==> config.mk <==
export PLATFORM = sky130hd
export DESIGN_NAME = ft245_iq_unpacker
export DESIGN_NICKNAME = d
export VERILOG_FILES = /design/src/rtl/ft245_pkg.sv /design/src/rtl/ft245_sync_fifo.sv /design/src/rtl/ft245_iq_unpacker.sv
export SDC_FILE = /design/constraint.sdc
export NUM_CORES = 2
export LEC_CHECK = 0
export CORE_ASPECT_RATIO = 1.4
export CORE_MARGIN = 1.5
export CORE_UTILIZATION = 25
export CTS_BUF_LIST = sky130_fd_sc_hd__clkbuf_4
export CTS_CLUSTER_DIAMETER = 60
export CTS_CLUSTER_SIZE = 10
export DETAILED_ROUTE_END_ITERATION = 16
export HOLD_SLACK_MARGIN = 0.15
export SETUP_SLACK_MARGIN = 0.3
export SYNTH_ARGS = -nofsm -noshare
export SYNTH_HDL_FRONTEND = slang
export SYNTH_HIERARCHICAL = 1
export SYNTH_SLANG_ARGS = --single-unit
==> constraint.sdc <==
create_clock -name clk -period 7.3 [get_ports clk]
set_clock_uncertainty 0.2 [all_clocks]
set_input_delay 1.46 -clock clk [delete_from_list [all_inputs] [get_ports clk]]
set_output_delay 1.46 -clock clk [all_outputs]
set_load 0.005 [all_outputs]
==> src/rtl/ft245_pkg.sv <==
// ---------------------------------------------------------------------------
// ft245_pkg
// Shared constants and types for the FT245 receive-side I/Q unpacker.
//   IQ_BYTES        : host bytes that make up one {I,Q} sample pair
//   SAMPLE_W        : width of one signed I or Q sample
//   IQ_W            : width of one buffered {I,Q} word
//   FIFO_AW_DEFAULT : default sample FIFO address width
//   UNDERRUN_SAT    : value at which the underrun counter stops counting
//   bytePhase_e     : position of the next host byte within a sample pair
// ---------------------------------------------------------------------------
package ft245_pkg;

    localparam int          IQ_BYTES        = 4;
    localparam int          SAMPLE_W        = 16;
    localparam int          IQ_W            = 2 * SAMPLE_W;
    localparam int          FIFO_AW_DEFAULT = 6;
    localparam logic [15:0] UNDERRUN_SAT    = 16'hFFFF;

    // Host stream is little-endian, I first: I low, I high, Q low, Q high.
    typedef enum logic [$clog2(IQ_BYTES)-1:0] {
        PH_I_LO = 2'd0,
        PH_I_HI = 2'd1,
        PH_Q_LO = 2'd2,
        PH_Q_HI = 2'd3
    } bytePhase_e;

    // Buffered word layout: I in the upper half, Q in the lower half.
    function automatic logic [IQ_W-1:0] packIq(input logic [SAMPLE_W-1:0] iSample,
                                               input logic [SAMPLE_W-1:0] qSample);
        return {iSample, qSample};
    endfunction

endpackage

==> src/rtl/ft245_sync_fifo.sv <==
// ---------------------------------------------------------------------------
// ft245_sync_fifo
// Single-clock FIFO with a registered read port and synchronous flush.
// A read request always updates the read register: with the head word when
// the FIFO holds data, with zero when it is empty or being flushed. That
// lets the consumer use the read register directly as its sample output.
// Ports:
//   clk, rst_n       : clock, asynchronous active-low reset
//   flush_i          : clears pointers and level this cycle (wins over writes)
//   wr_en_i/wr_data_i: push request and data (ignored while full)
//   rd_en_i          : pop request
//   rd_data_o        : registered read data
//   full_o, empty_o  : status from the registered level
//   level_o          : words currently stored (AW+1 bits)
// ---------------------------------------------------------------------------
module ft245_sync_fifo #(
    parameter int W  = 32,
    parameter int AW = 6
) (
    input  logic          clk,
    input  logic          rst_n,
    input  logic          flush_i,
    input  logic          wr_en_i,
    input  logic [W-1:0]  wr_data_i,
    input  logic          rd_en_i,
    output logic [W-1:0]  rd_data_o,
    output logic          full_o,
    output logic          empty_o,
    output logic [AW:0]   level_o
);

    localparam int          DEPTH     = 2 ** AW;
    localparam logic [AW:0] DEPTH_LVL = (AW+1)'(DEPTH);

    logic [W-1:0]  mem_q [DEPTH];
    logic [AW-1:0] wrPtr_q, wrPtr_d;
    logic [AW-1:0] rdPtr_q, rdPtr_d;
    logic [AW:0]   level_q, level_d;
    logic [W-1:0]  rdData_q, rdData_d;
    logic          wrFire;
    logic          rdFire;

    assign full_o    = (level_q == DEPTH_LVL);
    assign empty_o   = (level_q == '0);
    assign level_o   = level_q;
    assign rd_data_o = rdData_q;

    assign wrFire = wr_en_i && !full_o && !flush_i;
    assign rdFire = rd_en_i && !empty_o && !flush_i;

    // Pointer, level and read-register next state. A simultaneous push and
    // pop leaves the level unchanged; a write into an empty FIFO is not
    // bypassed to the read port.
    always_comb begin
        wrPtr_d  = wrPtr_q;
        rdPtr_d  = rdPtr_q;
        level_d  = level_q;
        rdData_d = rdData_q;
        if (flush_i) begin
            wrPtr_d = '0;
            rdPtr_d = '0;
            level_d = '0;
        end else begin
            if (wrFire) wrPtr_d = wrPtr_q + AW'(1);
            if (rdFire) rdPtr_d = rdPtr_q + AW'(1);
            level_d = level_q + (AW+1)'(wrFire) - (AW+1)'(rdFire);
        end
        if (rd_en_i) rdData_d = rdFire ? mem_q[rdPtr_q] : '0;
    end

    always_ff @(posedge clk or negedge rst_n) begin
        if (!rst_n) begin
            wrPtr_q  <= '0;
            rdPtr_q  <= '0;
            level_q  <= '0;
            rdData_q <= '0;
        end else begin
            wrPtr_q  <= wrPtr_d;
            rdPtr_q  <= rdPtr_d;
            level_q  <= level_d;
            rdData_q <= rdData_d;
        end
    end

    // Storage has no reset; only words below the level are ever read.
    always_ff @(posedge clk) begin
        if (wrFire) mem_q[wrPtr_q] <= wr_data_i;
    end

endmodule

==> src/rtl/ft245_iq_unpacker.sv <==
// ---------------------------------------------------------------------------
// ft245_iq_unpacker
// Turns the FT245 receive byte stream into 16-bit signed I/Q pairs, buffers
// them, and releases one pair per sample_req. An empty buffer yields a zero
// sample and is counted as an underrun.
// Ports:
//   clk, rst              : clock, asynchronous active-low reset
//   enable                : stream enable; low flushes buffer and byte phase
//   rx_data_si/valid/ready: byte stream from the FT245 block
//   sample_req            : one-cycle strobe at the sample rate
//   i_out, q_out          : registered signed samples, held between strobes
//   iq_valid              : one-cycle pulse the cycle after each strobe
//   fifo_level            : words currently buffered
//   underrun_cnt          : saturating underrun count
//   underrun              : sticky underrun flag, cleared on enable rising
// ---------------------------------------------------------------------------
module ft245_iq_unpacker
    import ft245_pkg::*;
#(
    parameter int FIFO_AW = FIFO_AW_DEFAULT
) (
    input  logic                       clk,
    input  logic                       rst,
    input  logic                       enable,
    input  logic [7:0]                 rx_data_si,
    input  logic                       rx_valid_si,
    output logic                       rx_ready_si,
    input  logic                       sample_req,
    output logic signed [SAMPLE_W-1:0] i_out,
    output logic signed [SAMPLE_W-1:0] q_out,
    output logic                       iq_valid,
    output logic [FIFO_AW:0]           fifo_level,
    output logic [15:0]                underrun_cnt,
    output logic                       underrun
);

    bytePhase_e          phase_q, phase_d;
    logic [SAMPLE_W-1:0] holdI_q, holdI_d;
    logic [7:0]          holdQLo_q, holdQLo_d;
    logic                enable_q;
    logic                iqValid_q;
    logic [15:0]         underrunCnt_q, underrunCnt_d;
    logic                underrun_q, underrun_d;

    logic                byteAccept;
    logic                fifoWrEn;
    logic [IQ_W-1:0]     fifoWrData;
    logic [IQ_W-1:0]     fifoRdData;
    logic                fifoFull;
    logic                fifoEmpty;
    logic                underrunHit;
    logic                enableRise;

    // Ready depends only on registered FIFO state, the enable input and the
    // reset pin, so it is low throughout reset and never follows rx_valid_si.
    assign rx_ready_si = rst && enable && !fifoFull;
    assign byteAccept  = rx_valid_si && rx_ready_si;

    // The final byte completes the pair and is written straight to the FIFO
    // at the accepting edge; the upstream block holds it while we are full.
    assign fifoWrEn   = byteAccept && (phase_q == PH_Q_HI);
    assign fifoWrData = packIq(holdI_q, {rx_data_si, holdQLo_q});

    assign underrunHit = sample_req && enable && fifoEmpty;
    assign enableRise  = enable && !enable_q;

    ft245_sync_fifo #(
        .W  (IQ_W),
        .AW (FIFO_AW)
    ) u_fifo (
        .clk       (clk),
        .rst_n     (rst),
        .flush_i   (!enable),
        .wr_en_i   (fifoWrEn),
        .wr_data_i (fifoWrData),
        .rd_en_i   (sample_req),
        .rd_data_o (fifoRdData),
        .full_o    (fifoFull),
        .empty_o   (fifoEmpty),
        .level_o   (fifo_level)
    );

    // Byte assembler: capture the first three bytes of each pair and step
    // the phase on every accepted byte. Dropping enable discards a partial
    // pair so the next pair starts cleanly at I low.
    always_comb begin
        phase_d   = phase_q;
        holdI_d   = holdI_q;
        holdQLo_d = holdQLo_q;
        if (!enable) begin
            phase_d = PH_I_LO;
        end else if (byteAccept) begin
            case (phase_q)
                PH_I_LO: begin
                    holdI_d[7:0] = rx_data_si;
                    phase_d      = PH_I_HI;
                end
                PH_I_HI: begin
                    holdI_d[15:8] = rx_data_si;
                    phase_d       = PH_Q_LO;
                end
                PH_Q_LO: begin
                    holdQLo_d = rx_data_si;
                    phase_d   = PH_Q_HI;
                end
                default: phase_d = PH_I_LO;
            endcase
        end
    end

    // Underrun tracking. A new underrun in the same cycle as the enable
    // rising edge keeps the flag set so it is never silently lost.
    always_comb begin
        underrunCnt_d = underrunCnt_q;
        underrun_d    = underrun_q;
        if (enableRise) underrun_d = 1'b0;
        if (underrunHit) begin
            underrun_d = 1'b1;
            if (underrunCnt_q != UNDERRUN_SAT) underrunCnt_d = underrunCnt_q + 16'd1;
        end
    end

    always_ff @(posedge clk or negedge rst) begin
        if (!rst) begin
            phase_q       <= PH_I_LO;
            holdI_q       <= '0;
            holdQLo_q     <= '0;
            enable_q      <= 1'b0;
            iqValid_q     <= 1'b0;
            underrunCnt_q <= '0;
            underrun_q    <= 1'b0;
        end else begin
            phase_q       <= phase_d;
            holdI_q       <= holdI_d;
            holdQLo_q     <= holdQLo_d;
            enable_q      <= enable;
            iqValid_q     <= sample_req;
            underrunCnt_q <= underrunCnt_d;
            underrun_q    <= underrun_d;
        end
    end

    // The FIFO read register already carries either the popped word or the
    // zero substitute, and holds its value between strobes.
    assign i_out        = fifoRdData[IQ_W-1:SAMPLE_W];
    assign q_out        = fifoRdData[SAMPLE_W-1:0];
    assign iq_valid     = iqValid_q;
    assign underrun_cnt = underrunCnt_q;
    assign underrun     = underrun_q;

endmodule
=== Word-level counts from Yosys, hierarchy flattened ===
Memories as Yosys holds them, arrays and structs flattened.
Index checks and enable logic that the tools add are counted.

* Register bits: 96
* Memory bits (writable): 2048
* Output and inout bits: 58
* Logic and storage cells: 60
* Memories kept: 1

* Add/sub/neg operators: 5
* Equal/unequal tests: 8
* Mux-type cells: 13
* Reduce and logical (&&, ||, !) cells: 21

{| class="wikitable"
|+ Memory list
! memory !! words !! bits a word !! read ports !! clocked after Yosys merged registers in !! wr ports !! RTL line !! source
|-
| u_fifo.mem_q || 64 || 32 || 1 || 0 || 1 || ft245_sync_fifo.sv:35 || <nowiki>logic [W-1:0] mem_q [DEPTH];</nowiki>
|}

{| class="wikitable"
|+ Operators by type and width
! operator !! number
|-
| two-way mux 32 bit || 1
|-
| two-way mux 6 bit || 4
|-
| adder 16 x 1 -> 16 bit, second input constant || 1
|-
| inequality test 16 bit, second input constant || 1
|-
| adder 6 x 1 -> 6 bit, second input constant || 2
|-
| logical AND 1 bit || 11
|-
| AND reduction 3 bit || 3
|-
| adder 7 x 1 -> 7 bit || 1
|-
| equality test 7 bit, second input constant || 1
|-
| zero test 7 bit || 1
|-
| two-way mux 7 bit || 1
|-
| subtractor 7 x 1 -> 7 bit || 1
|-
| inequality test 2 x 1 -> 1 bit, second input constant || 3
|-
| case mux 2 bit (3 select lines) || 1
|-
| equality test 2 bit, second input constant || 2
|-
| two-way mux 1 bit || 4
|-
| two-way mux 2 bit || 2
|-
| zero test 1 bit || 3
|-
| equality test 2 x 1 -> 1 bit, second input constant || 1
|-
| zero test 2 bit || 1
|-
| AND reduction 2 bit || 1
|-
| nonzero test 2 bit || 1
|}

=== Longest topological paths before layout ===
* Word-level depth: 10
* Gate-level depth with buffers: 22

=== Cells and area by module ===
Netlist, hierarchy kept.

{| class="wikitable"
|+ By module, submodules not included
! module !! times used !! cells each !! area each (um^2) !! sequential area each (um^2)
|-
| ft245_sync_fifo || 1 || 3666 || 80604.8 || 62775.2
|-
| ft245_iq_unpacker || 1 || 150 || 1949.4 || 1126.1
|}

=== Worst setup path before layout ===
OpenSTA, ideal clock, no wires.

* Kind: input port to flip-flop
* Start: in rst
* End: mem u_fifo.mem_q[63][0] (enable)
* Setup time: 0.421 ns
* Data arrival time: 4.124 ns
* Data required time: 6.679 ns
* Path slack: 2.555 ns
* Cell stages on the path: 8
* Path buffers: 2
* Path through: and4b_1 buf_2 and2_1 and2_1 clkbuf_1 and3_1 nand3_1 nor2_1

* Cells in the longest elaborated chain, start to end: 8

{| class="wikitable"
|+ Ends and longest elaborated chain
! item !! RTL line !! source
|-
| start: declaration || ft245_iq_unpacker.sv:23 || <nowiki>input logic rst,</nowiki>
|-
| logical AND 1 bit (2 in series) || ft245_iq_unpacker.sv:56 || <nowiki>assign rx_ready_si = rst && enable && !fifoFull;</nowiki>
|-
| logical AND 1 bit || ft245_iq_unpacker.sv:57 || <nowiki>assign byteAccept = rx_valid_si && rx_ready_si;</nowiki>
|-
| logical AND 1 bit || ft245_iq_unpacker.sv:61 || <nowiki>assign fifoWrEn = byteAccept && (phase_q == PH_Q_HI);</nowiki>
|-
| named net fifoWrEn || ft245_iq_unpacker.sv:46 || <nowiki>logic fifoWrEn;</nowiki>
|-
| logical AND 1 bit (2 in series) || ft245_sync_fifo.sv:48 || <nowiki>assign wrFire = wr_en_i && !full_o && !flush_i;</nowiki>
|-
| two-way mux 1 bit || ft245_sync_fifo.sv:87 || <nowiki>if (wrFire) mem_q[wrPtr_q] <= wr_data_i;</nowiki>
|-
| two-way mux 1 bit (not written as such) || ft245_sync_fifo.sv:87 ||
|-
| end: declaration || ft245_sync_fifo.sv:35 ||
|}

The timed path passes the listed nets, and every way through them passes these cells.

=== Worst setup path after layout ===
* Start: reg u_fifo.level_q[2] (netlist: u_fifo/level_o[2])
* End: mem u_fifo.mem_q[28][3] (enable)

* Cells in the longest elaborated chain, start to end: 9

{| class="wikitable"
|+ Ends and longest elaborated chain
! item !! RTL line !! source
|-
| start: declaration || ft245_sync_fifo.sv:38 || <nowiki>logic [AW:0] level_q, level_d;</nowiki>
|-
| start signal: assignment || ft245_sync_fifo.sv:80 || <nowiki>level_q <= level_d;</nowiki>
|-
| equality test 7 bit || ft245_sync_fifo.sv:43 || <nowiki>assign full_o = (level_q == DEPTH_LVL);</nowiki>
|-
| named net fifoFull || ft245_iq_unpacker.sv:49 || <nowiki>logic fifoFull;</nowiki>
|-
| zero test 1 bit || ft245_iq_unpacker.sv:56 ||
|-
| logical AND 1 bit || ft245_iq_unpacker.sv:56 ||
|-
| logical AND 1 bit || ft245_iq_unpacker.sv:57 ||
|-
| logical AND 1 bit || ft245_iq_unpacker.sv:61 ||
|-
| named net fifoWrEn || ft245_iq_unpacker.sv:46 ||
|-
| logical AND 1 bit (2 in series) || ft245_sync_fifo.sv:48 ||
|-
| two-way mux 1 bit || ft245_sync_fifo.sv:87 ||
|-
| two-way mux 1 bit (not written as such) || ft245_sync_fifo.sv:87 ||
|}

The timed path passes the listed nets, and every way through them passes these cells.

==> flow_summary_export.csv <==
group,metric,value,unit
yosys,yosysMostFrequentCell,"edfxtp_1",
placed_design,gp_congestion,0.893,
worst_setup_path,worstSetupPathType,"reg -> reg",
worst_setup_path,crit_required,7.98,ns
yosys,ys.flop_type,"edfxtp_1",
cells_and_area,nets,4082,
grt,antenna_found_initial,16,
power,clockPowerShare,22.1,%
power,vdd_drop_max,204,uV
yosys,ys_ff_latch,2144,
timing,min_period,5.21,ns
yosys,synth_edf_count,2048,
floorplan,die-area,0.334,sq mm
yosys,synth_top_area_share,74.5,%
power,swShare,29.7,%
timing,finalSetupViolCount,0,
cells_and_area,num-fill-cells,32200,
grt,grt_pass1_wl,321000,um
yosys,netlist_area,0.0826,sq mm
status,status,"completed",
placed_design,portBuffers,70,
worst_setup_path,worstSetupStartpointType,"flop",
yosys,ys_seq_area_share,77.4,%
timing,fin_worst_hold_slack,0.298,ns
power,p_leak,27.2,nW
timing,tightestPinTransition,1.32,ns
worst_setup_path,max_stage_delay,0.70,ns
yosys,synthTopCellsByArea,"edfxtp_1 (74%), mux4_2 (12%), mux2i_1 (3.5%), dfrtp_1 (2.9%), a22oi_1 (0.95%)",
clock_tree,cts_buffer_depth,4,
floorplan,io-pin-count,71,
worst_setup_path,crit_slowest_cell,"nor3_1",
yosys,synthArstFlopShare,4.48,%
routing,ant_nets,0,
yosys,synth.distinct_cells,63,
yosys,yosys_warnings,6,
power,p_switching,7.84,mW
floorplan,rows,249,
yosys,yosysTopAreaCell,"edfxtp_1",
floorplan,fp.coreArea,0.329,sq mm
routing,num_vias,40100,
worst_setup_path,path_cells,"inv_1 > ha_1 > nor4bb_1 > nand2_1 > inv_1 > and4b_1 > and2_1 > nand2_1 > nor3_1 > nand2_1 > buf_4 > nor2_4 > buf_4",
timing,fmax,192,MHz
yosys,synthTopCellsByCount,"edfxtp_1 (2048), mux4_2 (433), mux2i_1 (285), a22oi_1 (105), nor2_1 (99)",
worst_setup_path,critPathMostFrequentCell,"nand2_1",
clock_tree,cts_max_level,4,
timing,max_slew_margin,11.7,%
routing,via_per_inst,4.69,
timing,final.setup.tns,0,ns
clock_tree,cts_buffers,240,
yosys,synth_area_per_cell,21.6,sq um
job,drv_cap,0,
grt,grt_pass1_vias,40200,
clock_tree,clock_sinks,2144,
clock_tree,cts-root-buf,"clkbuf_4",
yosys,syn_nets,3846,
floorplan,initial_utilization,25.1,%
timing,post-route-period-util,71.4,%
worst_setup_path,cp_max_fo,21,
worst_setup_path,worstPathArrival,5.90,ns
cells_and_area,syn_to_final_growth,11.2,%
clock_tree,ctsHoldBuffers,1,
power,pwr-share-comb,19.9,%
worst_hold_path,hp-class,"reg -> reg",
power,powerDensity,288,mW/mm^2
clock_tree,clock_latency,1.27,ns
clock_tree,clkTransAtPathRegs,0.12,ns
grt,grt_max_degree,97,
yosys,synth_cells,3816,
power,internal_power,18.6,mW
grt,grt_overflow,0,
routing,dr.pass1.iters,5,
floorplan,dieHeight,683,um
power,pwr-share-seq,57.9,%
clock_tree,post_cts_resized,0,
placed_design,place_hpwl,147000,um
routing,drc,0,
grt,grt_use_total,13.5,%
timing,drv_slew,0,
floorplan,die_w,489,um
clock_tree,cts_tree,"done",
routing,drt-total-wl,230000,um
timing,final-hold-violation-count,0,
worst_setup_path,endpoint_kind,"flop",
routing,dr.first_iter.drc_count,4313,
routing,wire_per_inst,26.9,um
timing,rsz0062_at_grt,"no",
clock_tree,cts_setup_buffers,0,
cells_and_area,drive_gt1_share,24.7,%
## state kept, by name, indices dropped and copies added, names as in the netlist
name / flops
holdQLo_q: 8
holdI_q: 16
u_fifo/mem_q: 2048
u_fifo/rdPtr_q: 6
underrun: 1
u_fifo/wrPtr_q: 6
iq_valid: 1
underrun_cnt: 16
u_fifo/level_o: 7
phase_q: 2
u_fifo/rd_data_o: 32
enable_q: 1
## power groups by stage
stage                     logic [mW]  clock network [mW]  registers (mW)
after floorplan                 3.23                   0            15.1
after global placement          5.25                   0            15.6
after detailed placement        5.27                   0            15.6
after CTS                       5.29                6.08            15.3
after global routing            5.46                6.48            15.4
final                           5.27                5.85            15.3
## routing by layer
layer	track usage, %	part of all wire (%)	wire (um)
met5	0	0.0087	20
met1	15.6	36	82700
met4	9.00	7.6	17400
met3	1.83	5.9	13500
met2	23.4	51	116000
## through the flow
step                worst slack (ns)  area [sq um]  utilization (%)  cells  total power, mW
global placement                1.22         89300             27.2   8201             20.8
floorplan                       2.56         82600                -   3816             18.3
finish                          2.09         91800             27.9   8535             26.4
global route                    1.91         91800             27.9   8531             27.3
detailed placement              1.18         89300             27.2   8201             20.9
CTS                             2.03         91800             27.9   8527             26.7
## final timing paths
path | startpoint | end | slack [ns] | cells after the start
worst min register to register | enable_q$_DFF_PN0_ | underrun$_DFFE_PN0P_ | 0.30 | 2
worst max register to register | u_fifo/level_o[2]$_DFF_PN0_ | u_fifo/mem_q[28][3]$_DFFE_PP_ | 2.09 | 13
worst max-delay path | u_fifo/level_o[2]$_DFF_PN0_ | u_fifo/mem_q[28][3]$_DFFE_PP_ | 2.09 | 13
worst min-delay path | enable_q$_DFF_PN0_ | underrun$_DFFE_PN0P_ | 0.30 | 2
max in group asynchronous | rst | holdQLo_q[7]$_DFFE_PN0P_ | 5.10 | 3
min in group asynchronous | rst | underrun_cnt[8]$_DFFE_PN0P_ | 0.45 | 2
## placed cells by master (no fill, tap or decap), types with 13 or more instances in the layout
master and instances:
a22o_1 28, mux4_2 433, nand2b_1 17, a221oi_1 28, o21ai_1 21, nor2b_1 38
clkbuf_4 319, buf_12 13, nor2_1 34, a21oi_1 91, mux2_1 26, mux2i_1 285
nor2_4 65, nand2_1 45, edfxtp_1 2048, dfrtp_1 68, inv_1 21, buf_4 115
ha_1 16, xnor2_1 15, a22oi_1 105, mux2_2 13, clkdlybuf4s50_1 60, dfrtp_4 22
o22ai_1 24, nand3_1 32
## critical path: cells and delay by family, from the launching register on
family / cells / cell delay, ns
and+or+nand+nor: 8 / 3.08
buffers and inverters: 4 / 0.94
DFF: 1 / 0.41
adders and majority gates: 1 / 0.19
## cell type report
type / instances / area (sq um) / area share, %
antenna: 8 / 20.0 / 0.0218
clock buffer: 319 / 2390 / 2.61
clock inverter: 6 / 128 / 0.139
inverter: 22 / 82.6 / 0.0899
multi-input combinational: 1445 / 17900 / 19.5
sequential: 2144 / 64000 / 69.7
tap: 4392 / 5500 / 5.98
timing repair buffer: 199 / 1790 / 1.95
## kinds of logic (layout without fill, tap and decap cells)
kind of cell             count (synthesis)  in the layout  synth area share [%]
flip-flops                            2144           2144                  77.4
AO/OA/AOI/OAI                          352            352                  2.95
XOR/XNOR                                25             25                 0.265
buffers and inverters                  227            546                  1.53
AND/OR/NAND/NOR                        294            294                  1.79
multiplexers                           757            757                  15.8
other                                    0              8                     0
adder cells (fa/ha/maj)                 17             17                 0.267
No activity file was read; power rests on OpenSTA's default activity.
